$ cat config.mk
export PLATFORM = sky130hd
export DESIGN_NAME = spi_flash_reader
export DESIGN_NICKNAME = d
export VERILOG_FILES = /design/src/rtl/spi_flash_reader.sv
export SDC_FILE = /design/constraint.sdc
export NUM_CORES = 1
export LEC_CHECK = 0
export ABC_AREA = 1
export BUFFER_PORTS_ARGS = -buffer_cell sky130_fd_sc_hd__buf_2
export CORE_UTILIZATION = 53
export CTS_BUF_LIST = sky130_fd_sc_hd__clkbuf_2
export CTS_CLUSTER_SIZE = 25
export DETAILED_ROUTE_END_ITERATION = 10
export GPL_ROUTABILITY_DRIVEN = 1
export PLACE_DENSITY = 0.85
export SLEW_MARGIN = 30
export SYNTH_ARGS = -nofsm -noshare
export SYNTH_HDL_FRONTEND = slang
export SYNTH_SLANG_ARGS = --single-unit
$ cat constraint.sdc
create_clock -name clk -period 1.4 [get_ports clk]
set_input_delay 0.28 -clock clk [delete_from_list [all_inputs] [get_ports clk]]
set_output_delay 0.28 -clock clk [all_outputs]
set_load 0.02 [all_outputs]
$ cat src/rtl/spi_flash_reader.sv
// Read-only SPI flash master: one Wishbone word read becomes a 0x03 READ of four
// bytes (mode 0, MSB first), returned little-endian. Writes are acked with zero data.
module spi_flash_reader #(
  parameter int          ADDR_W   = 22,
  parameter int          CLK_DIV  = 1,
  parameter logic [7:0]  READ_CMD = 8'h03
) (
  input  logic              clk,
  input  logic              rst,
  input  logic              i_wb_cyc,
  input  logic              i_wb_stb,
  input  logic              i_wb_we,
  input  logic [ADDR_W-1:0] i_wb_addr,
  output logic              o_wb_stall,
  output logic              o_wb_ack,
  output logic [31:0]       o_wb_data,
  output logic              o_spi_cs_n,
  output logic              o_spi_sck,
  output logic              o_spi_mosi,
  input  logic              i_spi_miso
);

  localparam int DIV_W = $clog2(2 * CLK_DIV);
  localparam logic [DIV_W-1:0] DIV_LOAD = DIV_W'(CLK_DIV - 1);
  // The mandatory IDLE cycle before the next accept also counts toward CS-high time.
  localparam logic [DIV_W-1:0] GAP_LOAD = DIV_W'(2 * CLK_DIV - 2);

  typedef enum logic [1:0] {
    S_IDLE  = 2'd0,
    S_SHIFT = 2'd1,
    S_ACK   = 2'd2,
    S_GAP   = 2'd3
  } state_t;

  state_t           r_state, w_state_nxt;
  logic [31:0]      r_tx, w_tx_nxt;
  logic [31:0]      r_rx, w_rx_nxt;
  logic [5:0]       r_bit, w_bit_nxt;
  logic [DIV_W-1:0] r_div, w_div_nxt;
  logic             r_high, w_high_nxt;
  logic             r_cs_n, w_cs_n_nxt;
  logic             r_sck, w_sck_nxt;
  logic             r_mosi, w_mosi_nxt;
  logic             r_ack, w_ack_nxt;
  logic             r_stall, w_stall_nxt;
  logic [31:0]      r_data, w_data_nxt;
  logic [23:0]      w_byte_addr;
  logic [31:0]      w_rx_shift;

  function automatic logic [31:0] byte_swap(input logic [31:0] v);
    return {v[7:0], v[15:8], v[23:16], v[31:24]};
  endfunction

  assign w_byte_addr = 24'({i_wb_addr, 2'b00});
  assign w_rx_shift  = {r_rx[30:0], i_spi_miso};

  // Next-state and next-output logic for the transfer sequencer.
  always_comb begin
    w_state_nxt = r_state;
    w_tx_nxt    = r_tx;
    w_rx_nxt    = r_rx;
    w_bit_nxt   = r_bit;
    w_div_nxt   = r_div;
    w_high_nxt  = r_high;
    w_cs_n_nxt  = r_cs_n;
    w_sck_nxt   = r_sck;
    w_mosi_nxt  = r_mosi;
    w_ack_nxt   = 1'b0;
    w_data_nxt  = r_data;
    case (r_state)
      S_IDLE: begin
        if (i_wb_cyc && i_wb_stb) begin
          if (i_wb_we) begin
            w_state_nxt = S_ACK;
            w_ack_nxt   = 1'b1;
            w_data_nxt  = 32'h0000_0000;
          end else begin
            w_state_nxt = S_SHIFT;
            w_tx_nxt    = {READ_CMD, w_byte_addr};
            w_bit_nxt   = 6'd63;
            w_div_nxt   = DIV_LOAD;
            w_high_nxt  = 1'b0;
            w_cs_n_nxt  = 1'b0;
            w_sck_nxt   = 1'b0;
            w_mosi_nxt  = READ_CMD[7];
          end
        end else begin
          w_state_nxt = S_IDLE;
        end
      end
      S_SHIFT: begin
        if (!i_wb_cyc) begin
          w_state_nxt = S_GAP;
          w_cs_n_nxt  = 1'b1;
          w_sck_nxt   = 1'b0;
          w_mosi_nxt  = 1'b0;
          w_div_nxt   = GAP_LOAD;
        end else if (r_div != {DIV_W{1'b0}}) begin
          w_div_nxt = r_div - DIV_W'(1);
        end else if (!r_high) begin
          w_high_nxt = 1'b1;
          w_sck_nxt  = 1'b1;
          w_div_nxt  = DIV_LOAD;
        end else begin
          // End of a bit slot: falling SCK, sample MISO, advance TX (zeros fill the RX half).
          w_high_nxt = 1'b0;
          w_sck_nxt  = 1'b0;
          w_div_nxt  = DIV_LOAD;
          w_rx_nxt   = w_rx_shift;
          w_tx_nxt   = {r_tx[30:0], 1'b0};
          w_mosi_nxt = r_tx[30];
          w_bit_nxt  = r_bit - 6'd1;
          if (r_bit == 6'd0) begin
            w_state_nxt = S_ACK;
            w_cs_n_nxt  = 1'b1;
            w_mosi_nxt  = 1'b0;
            w_ack_nxt   = 1'b1;
            w_data_nxt  = byte_swap(w_rx_shift);
          end else begin
            w_state_nxt = S_SHIFT;
          end
        end
      end
      S_ACK: begin
        w_state_nxt = S_GAP;
        w_div_nxt   = GAP_LOAD;
      end
      S_GAP: begin
        if (r_div == {DIV_W{1'b0}}) begin
          w_state_nxt = S_IDLE;
        end else begin
          w_div_nxt = r_div - DIV_W'(1);
        end
      end
      default: begin
        w_state_nxt = S_IDLE;
        w_cs_n_nxt  = 1'b1;
        w_sck_nxt   = 1'b0;
        w_mosi_nxt  = 1'b0;
      end
    endcase
    w_stall_nxt = (w_state_nxt != S_IDLE);
  end

  // State and output registers with synchronous active-low reset.
  always_ff @(posedge clk) begin
    if (!rst) begin
      r_state <= S_IDLE;
      r_tx    <= 32'h0000_0000;
      r_rx    <= 32'h0000_0000;
      r_bit   <= 6'd0;
      r_div   <= {DIV_W{1'b0}};
      r_high  <= 1'b0;
      r_cs_n  <= 1'b1;
      r_sck   <= 1'b0;
      r_mosi  <= 1'b0;
      r_ack   <= 1'b0;
      r_stall <= 1'b0;
      r_data  <= 32'h0000_0000;
    end else begin
      r_state <= w_state_nxt;
      r_tx    <= w_tx_nxt;
      r_rx    <= w_rx_nxt;
      r_bit   <= w_bit_nxt;
      r_div   <= w_div_nxt;
      r_high  <= w_high_nxt;
      r_cs_n  <= w_cs_n_nxt;
      r_sck   <= w_sck_nxt;
      r_mosi  <= w_mosi_nxt;
      r_ack   <= w_ack_nxt;
      r_stall <= w_stall_nxt;
      r_data  <= w_data_nxt;
    end
  end

  assign o_wb_stall = r_stall;
  assign o_wb_ack   = r_ack;
  assign o_wb_data  = r_data;
  assign o_spi_cs_n = r_cs_n;
  assign o_spi_sck  = r_sck;
  assign o_spi_mosi = r_mosi;

endmodule

==> summary.txt, run 1 <==
Status
  • Status: finished, violations left
  • Failing checks: setup timing

STA
  • Setup slack after layout: -67.4 ps
  • Hold Violations, Final: 0
  • Max Slew Vio Count: 0
  • RSZ-0062 raised after global routing: true
  • Slew @ Worst Pin: 314 ps
  • Final worst-path cycle share: 1.05
  • Final Skew: 15.2 ps
  • Setup Viol. Count Final: 18
  • Slew headroom: 0.791
  • Fin crit period: 1470 ps
  • Fmax: 681 MHz

Finish
  • Share of cells above drive strength 1: 0.321
  • Diodes inserted: 0
  • Area grow syn2layout: 32.3%
  • # fillers: 539
  • Nets: 721

Critical path
  • R2R Path Start: r_high$_SDFFE_PN0P_
  • Crit-path cells: nand2_1 -> buf_4 -> nor2_8 -> inv_1 -> buf_12 -> o21ai_0 -> a21oi_1
  • Critical Path Max Stage Delay: 400 ps
  • Worst EP required: 1870 ps
  • Crit path kind: reg2reg
  • CP max stage cell: dfxtp_2
  • Max Fanout on Critical Path: 26
  • CP endpoint kind: flip-flop
  • Crit path DAT: 1940 ps
  • Crit path buffers/inverters: 3
  • Kind of cell adding the most delay to the critical path: buffers and inverters
  • Setup crit start kind: flip-flop
  • Critical path startpoint: r_high$_SDFFE_PN0P_

Logic synthesis
  • Area contributors post-synth: dfxtp_1, nand2_1, nor2_1
  • Register bit count reported by yosys: 106
  • Dominant synthesized flop cell: dfxtp_1
  • Synth top area share: 0.493
  • Synthesized instance count: 605
  • Leading area contributor after synthesis: dfxtp_1
  • Cell Area, Synth: 4310 um^2
  • Post-synth EDFFs: 0
  • Cell variety after synth: 28
  • Register area share after synthesis: 0.493
  • Most frequent cells after synthesis: nand2_1, dfxtp_1, nor2_1
  • Average cell area after synthesis: 7.12 um^2
  • FFs w/ async S/R, synth: 0
  • Yosys warnings: 0
  • Count leader, synth: nand2_1
  • Syn nets: 634

Die
  • Core box area: 7810 um^2
  • Row cnt: 32
  • Initial Util: 0.552
  • Num ports: 65
  • Die area: 8490 um^2
  • Die width: 92.2 um
  • Height of the die: 92.2 um

Place
  • Gp weighted congestion: 0.823
  • Port bufs: 64
  • Pre-CTS WS: -219 ps
  • Post-DP HPWL: 6.18 mm

Clocking
  • CTS Sinks: 106
  • Inserted Clock Buffers: 9
  • Clock latency on the worst-skew pair: 550 ps
  • CTS Buffer Depth: 2
  • Root Driver: clkbuf_2
  • Clock transition at path regs: 270 ps
  • CTS tree: yes
  • H-tree depth: 3

Route
  • WL per Instance: 14.8 um
  • Vias: 4361
  • Drt pass-1 iters: 5
  • DRC viols: 0
  • Iteration-0 DRC Markers: 257
  • Routed vias/inst: 5.46
  • Antenna-violating nets left: 0
  • WL final: 11.8 mm

Worst hold path
  • Min-delay src: i_wb_addr[9]
  • Worst min path class: in2reg

Pwr
  • Tot Pwr: 9.65 mW
  • Peak VDD IR: 0.843 mV
  • Leak: 2.52 nW
  • Power per standard cell area: 1690 nW/um^2

Global route
  • GRT Util Overall: 0.248
  • Vias in the first global route: 3790
  • First-pass GRT wire length: 17.0 mm
  • Initial antenna violation count: 0
  • Largest net degree at the start of global routing: 39
  • Total grt overflow: 0

Flow run
  • Max Cap Violations: 0
[per-layer routing]
layer  share of wire  wire, um  vias to the layer above  track usage
li1                -         -                     2095            -
met1            0.42      5010                     2065        0.309
met5               0         0                        -            0
met3           0.051       609                       35       0.0332
met2            0.50      5910                      166        0.435
met4           0.025       301                        0       0.0898
[layout make-up]
cell class	instances	area [um^2]	area share
sequential	106	2180	0.382
clock buffer	9	45.0	0.00790
multi-input combinational	430	2090	0.367
inverter	33	126	0.0222
tap	102	128	0.0224
clock inverter	7	60.1	0.0105
timing repair buffer	112	1070	0.188
[path summary, 6_finish.rpt]
path	to	slack (ps)	depth (start not counted)
max	r_rx[8]$_SDFFE_PN0P_	-70	7
min	r_tx[11]$_SDFFE_PN0P_	20	5
max reg2reg	r_rx[8]$_SDFFE_PN0P_	-70	7
min reg2reg	r_rx[30]$_SDFFE_PN0P_	480	2
[where the power goes]
group          internal [mW]  total [mW]  switching (mW)
Clock                  0.393        1.37           0.972
Combinational           1.89        4.39            2.50
Sequential              3.55        3.89           0.339
[flip-flops by register name (all words and copies together) (netlist names)]
signal,count
r_high,1
o_wb_data,32
o_spi_mosi,1
o_spi_sck,1
r_state,2
o_wb_ack,1
r_tx,29
o_wb_stall,1
r_bit,6
r_rx,31
o_spi_cs_n,1
[cells by family after synthesis]
group / Yosys count / share of synthesized area
AO/OA/AOI/OAI: 132 / 0.158
adder cells (fa/ha/maj): 1 / 0.00290
buffers and inverters: 70 / 0.0726
flip-flops: 106 / 0.493
AND/OR/NAND/NOR: 296 / 0.274
[cell usage in the layout (no fill, tap or decap), types with 14 or more instances in the layout]
master / instances
nand2_1: 167
nor2_1: 88
dfxtp_1: 64
a21oi_1: 53
buf_4: 44
dfxtp_2: 41
o21ai_0: 31
buf_2: 31
inv_1: 24
o21ai_1: 21
buf_6: 18
o21ai_2: 14
[stage by stage]
stage,hold WS [ps],std cells,cell area [um^2],util,setup TNS [ps]
3_3_place_gp,446,759,4890,0.626,-3330
6_report,22.2,799,5700,0.730,-367
4_1_cts,13.4,791,5300,0.678,0
2_1_floorplan,419,605,4340,-,0
5_1_grt,22.2,799,5700,0.730,-6040
3_5_place_dp,450,759,4890,0.626,-6830
[what timing repair did]
item,in CTS,in global routing
pin swaps,4,24
gates resized for setup,50,120
buffers inserted,11,5
gates cloned,3,3
hold buffers,2,0
setup endpoints to repair,88,124
endpoints found under the hold margin,3,0
[tightest hold or removal path, delay by kind of cell]
kind,cells,cell delay (ps)
and+or+nand+nor,4,210
buffers and inverters,1,70
Note: power is estimated with default switching activity, not from simulation.
==> run 2: changes to the inputs <==
- CORE_UTILIZATION: 53 -> 30
- PLACE_DENSITY: 0.85 -> 0.56
==> summary.txt, run 2 (synthesized netlist as in run 1, its figures left out) <==
Die
  • Height of the die: 122 um (+32%)
  • Die area: 14800 um^2 (+75%)
  • Initial Util: 0.309 (-0.243)
  • Row cnt: 43 (+34%)
  • Die width: 122 um (+32%)
  • Num ports: 65 (unchanged)
  • Core box area: 13900 um^2 (+78%)

Critical path
  • Crit path kind: reg2reg
  • Crit-path cells: inv_2 -> ha_4 -> nand3_4 -> nor2_4 -> nand2_4 -> nand2_8 -> buf_12 -> buf_12 -> nor2_2 -> nor2_1
  • CP endpoint kind: flip-flop
  • Critical Path Max Stage Delay: 380 ps (-20 ps)
  • Most used cell along the critical path: buf_12
  • Setup crit start kind: flip-flop
  • Worst R2R Path Depth: 10 (+3)
  • CP max stage cell: dfxtp_2
  • Crit path DAT: 2060 ps (+120 ps)
  • Kind of cell adding the most delay to the critical path: simple AND/OR/NAND/NOR gates
  • Critical R2R Capture: o_wb_data[16]$_SDFFE_PN0P_
  • Max Fanout on Critical Path: 7 (-73%)
  • R2R setup slack: -100 ps (-40 ps)
  • Crit path buffers/inverters: 3 (unchanged)
  • R2R Path Start: r_bit[0]$_SDFFE_PN0P_
  • Worst EP required: 1960 ps (+90 ps)

STA
  • Fmax: 665 MHz (-2.4%)
  • Final worst-path cycle share: 1.07 (+0.0254)
  • Hold Violations, Final: 0 (unchanged)
  • Fin crit period: 1500 ps (+35.6 ps)
  • Slew @ Worst Pin: 338 ps (+24.6 ps)
  • Hold slack: 139 ps (+116 ps)
  • Setup Viol. Count Final: 70 (+52)
  • Final Skew: 49.2 ps (+33.9 ps)
  • Setup tns final: -2360 ps (-1990 ps)
  • Setup slack after layout: -103 ps (-35.6 ps)
  • Max Slew Vio Count: 0 (unchanged)
  • RSZ-0062 raised after global routing: true
  • Slew headroom: 0.774 (-0.0164)

Global route
  • GRT Util Overall: 0.156 (-0.0920)
  • First-pass GRT wire length: 18.5 mm (+8.6%)
  • Initial antenna violation count: 0 (unchanged)
  • Largest net degree at the start of global routing: 35 (-10%)
  • Vias in the first global route: 4084 (+7.8%)
  • Total grt overflow: 0 (unchanged)

Worst hold path
  • Min-Delay Path Depth: 5 (unchanged)
  • Worst min path class: in2reg
  • Min-delay src: i_wb_cyc
  • Worst Hold Endpoint: r_high$_SDFFE_PN0P_

Clocking
  • Clock latency on the worst-skew pair: 650 ps (+100 ps)
  • CTS tree: yes
  • Clock transition at path regs: 330 ps (+60 ps)
  • CTS Sinks: 106 (unchanged)
  • CTS Buffer Depth: 2 (unchanged)
  • Root Driver: clkbuf_2
  • Inserted Clock Buffers: 9 (unchanged)
  • H-tree depth: 3 (unchanged)

Pwr
  • Peak VDD IR: 0.812 mV (-3.6%)
  • Power per standard cell area: 1460 nW/um^2 (-14%)
  • Leak: 2.90 nW (+15%)

Finish
  • Post-Layout Cell Count: 930 (+16%)
  • Diodes inserted: 0 (unchanged)
  • Nets: 774 (+7.4%)
  • Max reg flops: 32 (unchanged)
  • Area grow syn2layout: 59.9%
  • Commonest non-fill, non-tap cell in the layout: nand2_1
  • Share of cells above drive strength 1: 0.451 (+0.129)
  • Most frequent cells in the layout: nand2_1, nor2_1, dfxtp_1

Route
  • Routed vias/inst: 4.70 (-14%)
  • DRC viols: 0 (unchanged)
  • Antenna-violating nets left: 0 (unchanged)
  • WL per Instance: 13.6 um (-8.1%)
  • Drt pass-1 iters: 4 (-1)
  • Vias: 4371 (+0.23%)
  • Iteration-0 DRC Markers: 185 (-28%)
  • WL final: 12.7 mm (+6.9%)

Status
  • Failing checks: setup timing
  • Status: finished, violations left

Place
  • Dpl cells: 840 (+11%)
  • Post-DP HPWL: 6.81 mm (+10%)
  • Pre-CTS WS: -97.3 ps (+122 ps)
  • Gp weighted congestion: 0.781 (-5.1%)
  • Port bufs: 64 (unchanged)

Flow run
  • Max Cap Violations: 0 (unchanged)
[run 2: routing by layer]
| layer | vias to the layer above | wire [um] | GRT usage |
|---|---|---|---|
| li1 | 2214 | - | - |
| met1 | 2060 | 5650 | 0.186 |
| met2 | 82 | 6350 | 0.269 |
| met3 | 15 | 482 | 0.0431 |
| met4 | 0 | 169 | 0.0463 |
| met5 | - | 0 | 0 |
[run 2: worst max path at each step]
stage | from | endpoint | slack (ps) | cells past startpoint
floorplan | r_bit[0]$_SDFFE_PN0P_ | o_wb_data[10]$_SDFFE_PN0P_ | 3 | 11
global placement | r_state[0]$_SDFF_PN0_ | o_wb_data[1]$_SDFFE_PN0P_ | -70 | 8
detailed placement | r_state[0]$_SDFF_PN0_ | o_wb_data[11]$_SDFFE_PN0P_ | -100 | 9
CTS | o_spi_sck$_SDFFE_PN0P_ | o_spi_sck | -110 | 1
global route | o_spi_sck$_SDFFE_PN0P_ | o_spi_sck | -190 | 1
finish | r_bit[0]$_SDFFE_PN0P_ | o_wb_data[16]$_SDFFE_PN0P_ | -100 | 10
[run 2: final cells by class]
type,instances,area [um^2]
Clock buffer,9,45.0
Clock inverter,7,77.6
Fill cell,1275,7050
Inverter,33,133
Multi-Input combinational cell,429,2470
Sequential cell,106,2180
Tap cell,180,225
Timing Repair Buffer,166,1770
[run 2: tightest hold or removal path, stage by stage]
cell and delay, ps:
buf_2 140, buf_4 130, nor2_1 40, o21ai_0 150
a21oi_1 60
[run 2: per-stage QoR]
step | power (mW) | utilization | cell area (um^2)
3_3_place_gp | 6.95 | 0.360 | 5020
2_1_floorplan | 5.99 | - | 4340
6_report | 10.1 | 0.494 | 6890
3_5_place_dp | 7.03 | 0.360 | 5020
5_1_grt | 10.7 | 0.494 | 6890
4_1_cts | 9.07 | 0.424 | 5910
[run 2: timing repair]
item / 4_1_cts / 5_1_grt
gates resized for setup: 140 / 187
gates cloned: 3 / 12
endpoints found under the setup margin: 72 / 137
hold buffers: 25 / 0
pin swaps: 18 / 48
endpoints found under the hold margin: 32 / 0
setup buffers: 9 / 28
[run 2: report_power, final]
group / internal, mW / switching, mW
sequential: 3.56 / 0.338
combinational: 2.18 / 2.50
clock: 0.420 / 1.08
total: 6.16 / 3.91
==> run 3: changes to the inputs <==
- TNS_END_PERCENT: not set -> 5
==> summary.txt, run 3 (synthesized netlist as in run 1, its figures left out) <==
Status
  • Status: finished, violations left
  • Failing checks: setup timing

Critical path
  • Crit-path cells: buf_6
  • Critical Path Max Stage Delay: 440 ps (+60 ps)
  • Crit path DAT: 1180 ps (-880 ps)
  • Max Fanout on Critical Path: 2 (-5)
  • CP endpoint kind: output pin
  • Crit path kind: reg2out
  • CP max stage cell: dfxtp_2
  • Crit path buffers/inverters: 1 (-2)
  • Kind of cell adding the most delay to the critical path: flip-flops
  • Worst EP required: 1120 ps (-840 ps)
  • Setup crit start kind: flip-flop

Global route
  • Largest net degree at the start of global routing: 35 (unchanged)
  • First-pass GRT wire length: 17.7 mm (-4.4%)
  • Total grt overflow: 0 (unchanged)
  • Vias in the first global route: 3960 (-3.0%)
  • Initial antenna violation count: 0 (unchanged)
  • GRT Util Overall: 0.148 (-0.00781)

STA
  • Fin crit period: 1460 ps (-44.7 ps)
  • Setup tns final: -577 ps (+1780 ps)
  • RSZ-0062 raised after global routing: true
  • Hold Violations, Final: 0 (unchanged)
  • Final Skew: 38.6 ps (-10.5 ps)
  • Setup slack after layout: -58.2 ps (+44.7 ps)
  • Slew headroom: 0.795 (+0.0201)
  • Max Slew Vio Count: 0 (unchanged)
  • Fmax: 686 MHz (+3.1%)
  • Final worst-path cycle share: 1.04 (-0.0319)
  • Setup Viol. Count Final: 29 (-59%)
  • Slew @ Worst Pin: 308 ps (-30.1 ps)

Die
  • Core box area: 13900 um^2 (unchanged)
  • Row cnt: 43 (unchanged)
  • Num ports: 65 (unchanged)
  • Initial Util: 0.309 (unchanged)
  • Height of the die: 122 um (unchanged)
  • Die width: 122 um (unchanged)
  • Die area: 14800 um^2 (unchanged)

Place
  • Port bufs: 64 (unchanged)
  • Dpl cells: 840 (unchanged)
  • Gp weighted congestion: 0.781 (unchanged)
  • Post-DP HPWL: 6.81 mm (unchanged)

Finish
  • Share of cells above drive strength 1: 0.271 (-0.179)
  • Post-Layout Cell Count: 888 (-4.5%)
  • Commonest non-fill, non-tap cell in the layout: nand2_1
  • Nets: 732 (-5.4%)
  • Area grow syn2layout: 35.9%
  • Max reg flops: 32 (unchanged)
  • Diodes inserted: 0 (unchanged)
  • Most frequent cells in the layout: nand2_1, nor2_1, dfxtp_1

Clocking
  • CTS Buffer Depth: 2 (unchanged)
  • Clock latency on the worst-skew pair: 620 ps (-30 ps)
  • CTS Sinks: 106 (unchanged)
  • CTS tree: yes
  • Clock transition at path regs: 310 ps (-20 ps)
  • Root Driver: clkbuf_2
  • Inserted Clock Buffers: 9 (unchanged)
  • H-tree depth: 3 (unchanged)

Route
  • DRC viols: 0 (unchanged)
  • Drt pass-1 iters: 4 (unchanged)
  • Iteration-0 DRC Markers: 195 (+5.4%)
  • WL per Instance: 12.2 um (-10%)
  • WL final: 10.8 mm (-14%)
  • Vias: 4077 (-6.7%)
  • Routed vias/inst: 4.59 (-2.3%)
  • Antenna-violating nets left: 0 (unchanged)

Worst hold path
  • Worst min path class: in2reg

Pwr
  • Power per standard cell area: 1530 nW/um^2 (+4.7%)
  • Tot Pwr: 8.96 mW (-11%)
  • Peak VDD IR: 0.805 mV (-0.94%)
  • Leak: 2.53 nW (-13%)

Flow run
  • Max Cap Violations: 0 (unchanged)
==> run 3: cell count changes in the layout (fill, tap and decap cells not counted), sizes merged <==
cell,before,now
buf,132,97
clkbuf,18,11
clkinvlp,5,4
inv,33,34
==> run 3: stage by stage <==
step	hold slack, ps	setup slack [ps]	utilization	cell area, um^2
finish	176	-58.2	0.420	5850
global route	117	-168	0.420	5850
CTS	101	-110	0.407	5680
detailed placement	434	-97.3	0.360	5020
global placement	439	-68.5	0.360	5020
floorplan	419	2.70	-	4340
==> run 3: metal layers <==
layer / GRT usage / up-vias / wire [um]
met1: 0.175 / 1860 / 5130
met3: 0.0426 / 8 / 446
li1: - / 2118 / -
met2: 0.259 / 91 / 5140
met4: 0.0378 / 0 / 114
met5: 0 / - / 0
==> run 3: area by class of cell <==
| class | instances | area [um^2] |
|---|---|---|
| Clock buffer | 9 | 45.0 |
| Tap cell | 180 | 225 |
| Timing Repair Buffer | 124 | 1220 |
| Clock inverter | 7 | 77.6 |
| Fill cell | 1425 | 8080 |
| Multi-Input combinational cell | 429 | 1980 |
| Sequential cell | 106 | 2180 |
| Inverter | 33 | 126 |
==> run 3: path summary, 6_finish.rpt <==
kind                           start                    endpoint  slack, ps  cells past startpoint
max           o_spi_sck$_SDFFE_PN0P_                   o_spi_sck        -60                      1
min                         i_wb_cyc     o_spi_cs_n$_SDFFE_PN1P_        180                      6
max reg2reg    r_bit[1]$_SDFFE_PN0P_  o_wb_data[12]$_SDFFE_PN0P_        -40                      9
min reg2reg  o_spi_cs_n$_SDFFE_PN1P_     o_spi_cs_n$_SDFFE_PN1P_        480                      2
==> run 3: power by group <==
| part | internal (mW) | leakage, nW | switching [mW] |
|---|---|---|---|
| clock network | 0.420 | 0.0612 | 1.05 |
| registers | 3.56 | 0.881 | 0.308 |
| logic | 1.54 | 1.59 | 2.08 |
==> run 3: what timing repair did <==
| item | in CTS | in global routing |
|---|---|---|
| endpoints found under the setup margin | 72 | 128 |
| pin swaps | 15 | 11 |
| gates resized for setup | 116 | 38 |
| gates cloned | 0 | 3 |
| setup buffers | 0 | 4 |
| hold buffers | 25 | 0 |
| hold endpoints to repair | 32 | 0 |
